--- config.mk ---
export PLATFORM = sky130hd
export DESIGN_NAME = nibble_serial_adder_ctrl
export DESIGN_NICKNAME = d
export VERILOG_FILES = /design/src/rtl/nibble_serial_adder_ctrl_pkg.sv /design/src/rtl/nibble_serial_adder_ctrl_nibble_adder.sv /design/src/rtl/nibble_serial_adder_ctrl.sv
export SDC_FILE = /design/constraint.sdc
export NUM_CORES = 1
export LEC_CHECK = 0
export ABC_AREA = 1
export BUFFER_PORTS_ARGS = -buffer_cell sky130_fd_sc_hd__clkbuf_2
export CORE_MARGIN = 2
export CORE_UTILIZATION = 57
export DETAILED_ROUTE_END_ITERATION = 10
export GPL_ROUTABILITY_DRIVEN = 0
export HOLD_SLACK_MARGIN = 0.12
export PLACE_DENSITY = 0.83
export SLEW_MARGIN = 20
export SYNTH_ARGS = -nofsm -noshare
export SYNTH_HDL_FRONTEND = slang
export SYNTH_SLANG_ARGS = --single-unit
--- constraint.sdc ---
create_clock -name clk -period 7.95 [get_ports clk]
set_input_delay 1.1925 -clock clk [delete_from_list [all_inputs] [get_ports clk]]
set_output_delay 1.1925 -clock clk [all_outputs]
set_load 0.01 [all_outputs]
--- src/rtl/nibble_serial_adder_ctrl_pkg.sv ---
// Shared definitions for the nibble-serial adder: FSM encoding, nibble width
// and the WIDTH legality check used at elaboration.
package nibble_serial_adder_ctrl_pkg;

    typedef enum logic [1:0] {
        ST_IDLE = 2'd0,
        ST_RUN  = 2'd1,
        ST_DONE = 2'd2
    } state_t;

    localparam int NIBBLE_W = 4;

    function automatic bit width_ok(input int width);
        return (width >= NIBBLE_W) && ((width % NIBBLE_W) == 0);
    endfunction

endpackage

--- src/rtl/nibble_serial_adder_ctrl_nibble_adder.sv ---
// Combinational 4-bit ripple-carry adder built from four full adders.
// c3 is the carry into bit 3, needed by the parent for signed overflow.
module nibble_adder (
    input  logic [3:0] a,
    input  logic [3:0] b,
    input  logic       cin,
    output logic [3:0] sum,
    output logic       cout,
    output logic       c3
);

    logic c1;
    logic c2;

    assign sum[0] = a[0] ^ b[0] ^ cin;
    assign c1     = (a[0] & b[0]) | (cin & (a[0] ^ b[0]));
    assign sum[1] = a[1] ^ b[1] ^ c1;
    assign c2     = (a[1] & b[1]) | (c1 & (a[1] ^ b[1]));
    assign sum[2] = a[2] ^ b[2] ^ c2;
    assign c3     = (a[2] & b[2]) | (c2 & (a[2] ^ b[2]));
    assign sum[3] = a[3] ^ b[3] ^ c3;
    assign cout   = (a[3] & b[3]) | (c3 & (a[3] ^ b[3]));

endmodule

--- src/rtl/nibble_serial_adder_ctrl.sv ---
// Multi-word add engine: one shared 4-bit adder is stepped across the
// operands LSB nibble first, with the carry held in a register between passes.
//
//   state   | meaning
//   IDLE    | waiting for Start; result outputs hold the last completed add
//   RUN     | one nibble added per clock, Busy=1
//   DONE    | single cycle, Done=1; a Start here is accepted back-to-back
module nibble_serial_adder_ctrl
    import nibble_serial_adder_ctrl_pkg::*;
#(
    parameter int WIDTH = 16
) (
    input  logic             clk,
    input  logic             rst_n,
    input  logic             Start,
    input  logic [WIDTH-1:0] A,
    input  logic [WIDTH-1:0] B,
    input  logic             CarryIn,
    output logic             Busy,
    output logic             Done,
    output logic [WIDTH-1:0] Sum,
    output logic             CarryOut,
    output logic             Overflow
);

    localparam int NIBBLES = WIDTH / NIBBLE_W;
    localparam int IDX_W   = (NIBBLES > 1) ? $clog2(NIBBLES) : 1;
    localparam logic [IDX_W-1:0] LAST_IDX = IDX_W'(NIBBLES - 1);

    if (!width_ok(WIDTH)) begin : g_bad_width
        $error("nibble_serial_adder_ctrl: WIDTH must be a multiple of 4 and at least 4");
    end

    state_t             state_q, state_d;
    logic [WIDTH-1:0]   op_a_q, op_a_d;
    logic [WIDTH-1:0]   op_b_q, op_b_d;
    logic [WIDTH-1:0]   sum_q, sum_d;
    logic [IDX_W-1:0]   nib_idx_q, nib_idx_d;
    logic               carry_q, carry_d;
    logic               cout_q, cout_d;
    logic               ovf_q, ovf_d;
    logic               busy_q, busy_d;
    logic               done_q, done_d;

    logic [NIBBLE_W-1:0] nib_a;
    logic [NIBBLE_W-1:0] nib_b;
    logic [NIBBLE_W-1:0] add_sum;
    logic                add_cout;
    logic                add_c3;

    always_comb begin
        nib_a = '0;
        nib_b = '0;
        for (int n = 0; n < NIBBLES; n++) begin
            if (nib_idx_q == IDX_W'(n)) begin
                nib_a = op_a_q[n*NIBBLE_W +: NIBBLE_W];
                nib_b = op_b_q[n*NIBBLE_W +: NIBBLE_W];
            end
        end
    end

    nibble_adder u_nibble_adder (
        .a    (nib_a),
        .b    (nib_b),
        .cin  (carry_q),
        .sum  (add_sum),
        .cout (add_cout),
        .c3   (add_c3)
    );

    always_comb begin
        state_d   = state_q;
        op_a_d    = op_a_q;
        op_b_d    = op_b_q;
        sum_d     = sum_q;
        nib_idx_d = nib_idx_q;
        carry_d   = carry_q;
        cout_d    = cout_q;
        ovf_d     = ovf_q;

        case (state_q)
            ST_IDLE, ST_DONE: begin
                if (Start) begin
                    op_a_d    = A;
                    op_b_d    = B;
                    carry_d   = CarryIn;
                    sum_d     = '0;
                    nib_idx_d = '0;
                    state_d   = ST_RUN;
                end else begin
                    state_d   = ST_IDLE;
                end
            end
            ST_RUN: begin
                for (int n = 0; n < NIBBLES; n++) begin
                    if (nib_idx_q == IDX_W'(n)) begin
                        sum_d[n*NIBBLE_W +: NIBBLE_W] = add_sum;
                    end
                end
                carry_d   = add_cout;
                nib_idx_d = nib_idx_q + 1'b1;
                if (nib_idx_q == LAST_IDX) begin
                    cout_d  = add_cout;
                    ovf_d   = add_c3 ^ add_cout;
                    state_d = ST_DONE;
                end
            end
            default: state_d = ST_IDLE;
        endcase

        // Status flags are registered from the next state so they align with it.
        busy_d = (state_d == ST_RUN);
        done_d = (state_d == ST_DONE);
    end

    always_ff @(posedge clk) begin
        if (!rst_n) begin
            state_q   <= ST_IDLE;
            op_a_q    <= '0;
            op_b_q    <= '0;
            sum_q     <= '0;
            nib_idx_q <= '0;
            carry_q   <= 1'b0;
            cout_q    <= 1'b0;
            ovf_q     <= 1'b0;
            busy_q    <= 1'b0;
            done_q    <= 1'b0;
        end else begin
            state_q   <= state_d;
            op_a_q    <= op_a_d;
            op_b_q    <= op_b_d;
            sum_q     <= sum_d;
            nib_idx_q <= nib_idx_d;
            carry_q   <= carry_d;
            cout_q    <= cout_d;
            ovf_q     <= ovf_d;
            busy_q    <= busy_d;
            done_q    <= done_d;
        end
    end

    assign Busy     = busy_q;
    assign Done     = done_q;
    assign Sum      = sum_q;
    assign CarryOut = cout_q;
    assign Overflow = ovf_q;

endmodule

==> qor.yml <==
critPathLaunchType: "flop"
ant_nets: 0
syn_to_final_growth_pct: 17.9
yosysTopAreaCell: "dfxtp_1"
vdd.ir_drop.worst_mv: 0.150
worst-path-max-fanout: 12
wirelength_um: 5120
powerDensity_nw_per_um2: 233
fin_nets: 434
drive_gt1_share_pct: 20.1
worstHoldPathType: "reg2reg"
first_pass_iters: 4
worst-slew-pin-transition_ns: 0.624
clock_sinks: 57
diodes: 0
synth-warning-count: 0
die_w_um: 69.9
clock_latency_ns: 0.32
cts_buffer_depth: 2
setup_violations: 0
slew_headroom_pct: 58.4
timing.critical_path.mode_cell: "inv_1"
crit_chain: "inv_1 > ha_1 > inv_1 > o211ai_1 > a21oi_1 > fa_1 > inv_1 > fa_1 > fa_1 > inv_1 > fa_1 > inv_1 > nor2_1 > inv_1 > nand2_1 > inv_1 > nor2_1"
drt-vias-per-instance: 5.01
grt_pass1_wl_um: 9080
drv_cap: 0
cts-resized-gates: 0
critPathRequiredTime_ns: 8.17
root_buffer: "clkbuf_8"
rows: 23
met3_usage_pct: 5.19
finalCritPeriodShare_pct: 41.2
ios: 56
cts_buffers: 9
antenna_found_initial: 0
p_leak_nw: 1.37
drc_errors: 0
cts_tree: "yes"
fillers: 348
grt_overflow: 0
synth.area.top_cells: "dfxtp_1 46%, nor2_1 13%, o21ai_0 9.5%, nand2_1 9.0%, a21oi_1 5.1%"
hpwl_um: 3730
arrival_ns: 3.50
cts.clk_slew.worst_paths_ns: 0.06
grt_usage_pct: 23.2
vias: 2224
gr-max-usage-layer: "met2"
final_core_util_pct: 71.3
cpPeakStageDelay_ns: 0.41
min_period_ns: 3.28
hold_violations: 0
synth_area_um2: 2470
worstSetupPathType: "reg2reg"
drv_slew: 0
met2_usage_pct: 39.4
start_util_pct: 60.5
die_h_um: 69.9
finalClockSkew_ns: 0.00659
fp.coreArea_um2: 4090
outcome: "completed"
synth_fp_nets: 384
wl_per_cell_um: 11.5
synth_top_area_share_pct: 46.2
post_cts_buffers: 0
finalSetupTns_ns: 0
io_buffers: 55
synth_seq_cells: 57
total_power_mw: 0.679
critPathCaptureType: "flop"
drt_iter0_drc: 158
grt_max_degree: 46
synthCells: 340
gr-usage-met1_pct: 28.8
fmax_ghz: 0.305
rsz0062_at_grt: "false"
syn_area_per_cell_um2: 7.27
cts_hold_buffers: 0
slowest_stage: "fa_1"
grt_pass1_vias: 2055
h-tree-depth: 3
synth.distinct_cells: 22
seq_area_frac_synth_pct: 46.2
dieArea_um2: 4880
-- per-layer routing --
metal	share of wire [%]	vias to the layer above	wire length, µm
li1	-	1179	-
met1	47	985	2390
met2	47	53	2430
met3	4.5	7	232
met4	1.2	0	62
met5	0	-	0
-- sequential cells by signal (all words and copies together) (netlist names) --
register and flops:
nib_idx_q 2, Done 1, state_q 2, Overflow 1, CarryOut 1, carry_q 1, op_b_q 16, op_a_q 16
Busy 1, Sum 16
-- Yosys cell counts, drive strengths merged --
cell    number
nand2       63
o21ai       47
buf         10
xnor2        1
clkinv       1
fa           4
ha           4
nand3b       4
a21oi       25
nand3        1
inv         22
clkbuf       6
or2          3
nor2        86
dfxtp       57
a211oi       2
nor3         1
o211ai       3
-- cells in the final DEF (no fill, tap or decap) --
cell	instances
nand3_1	1
nor2_1	86
a21oi_1	25
dfxtp_1	57
o21ai_0	47
nor3_1	1
inv_2	2
fa_1	4
clkinv_1	1
or2_2	3
nand2_2	3
nand2_4	1
o211ai_1	3
clkbuf_8	12
a211oi_1	2
nand3b_1	4
nand2_1	59
xnor2_1	1
clkbuf_2	55
inv_1	20
ha_1	4
clkinv_2	3
-- final timing paths --
check	startpoint	endpoint	slack [ns]	cells after the start
worst max register to register	nib_idx_q[0]	Sum[15]	4.67	17
worst max-delay path	nib_idx_q[0]	Sum[15]	4.67	17
worst min register to register	Sum[2]	Sum[2]	0.46	2
worst min-delay path	Sum[2]	Sum[2]	0.46	2
-- report_power, final --
group	total (mW)	internal [mW]	switching [mW]
clock network	0.238	0.135	0.103
logic	0.118	0.0453	0.0724
registers	0.323	0.310	0.0138
-- metrics by stage --
stage	instance area [µm²]	setup slack [ns]	instances	hold WS [ns]
floorplan	2470	4.96	340	0.447
global placement	2740	4.80	429	0.450
detailed placement	2740	4.72	429	0.451
CTS	2920	4.69	444	0.461
global route	2920	4.38	444	0.480
finish	2920	4.67	444	0.460
-- logic make-up after synthesis --
kind of cell | after synthesis | share of synthesized area, %
xor+xnor | 1 | 0.354
buf+inv | 39 | 6.53
compound gates | 77 | 16.1
fa+ha+maj | 8 | 5.26
flops | 57 | 46.2
simple gates | 158 | 25.6
-- area by class of cell --
type / count / area (µm²) / area share, %
multi-input combinational: 244 / 1170 / 40.1
sequential: 57 / 1140 / 39.1
timing repair buffer: 55 / 275 / 9.44
clock buffer: 12 / 165 / 5.67
inverter: 23 / 86.3 / 2.96
tap: 50 / 62.6 / 2.15
clock inverter: 3 / 15.0 / 0.515
-- critical path: cells and delay by family, from the launching register on --
family / cells / cell delay, ns
fa+ha+maj: 5 / 1.70
simple gates: 3 / 0.15
flops: 1 / 0.40
buf+inv: 7 / 0.61
compound gates: 2 / 0.31
Power figures use the tool's default switching activity.
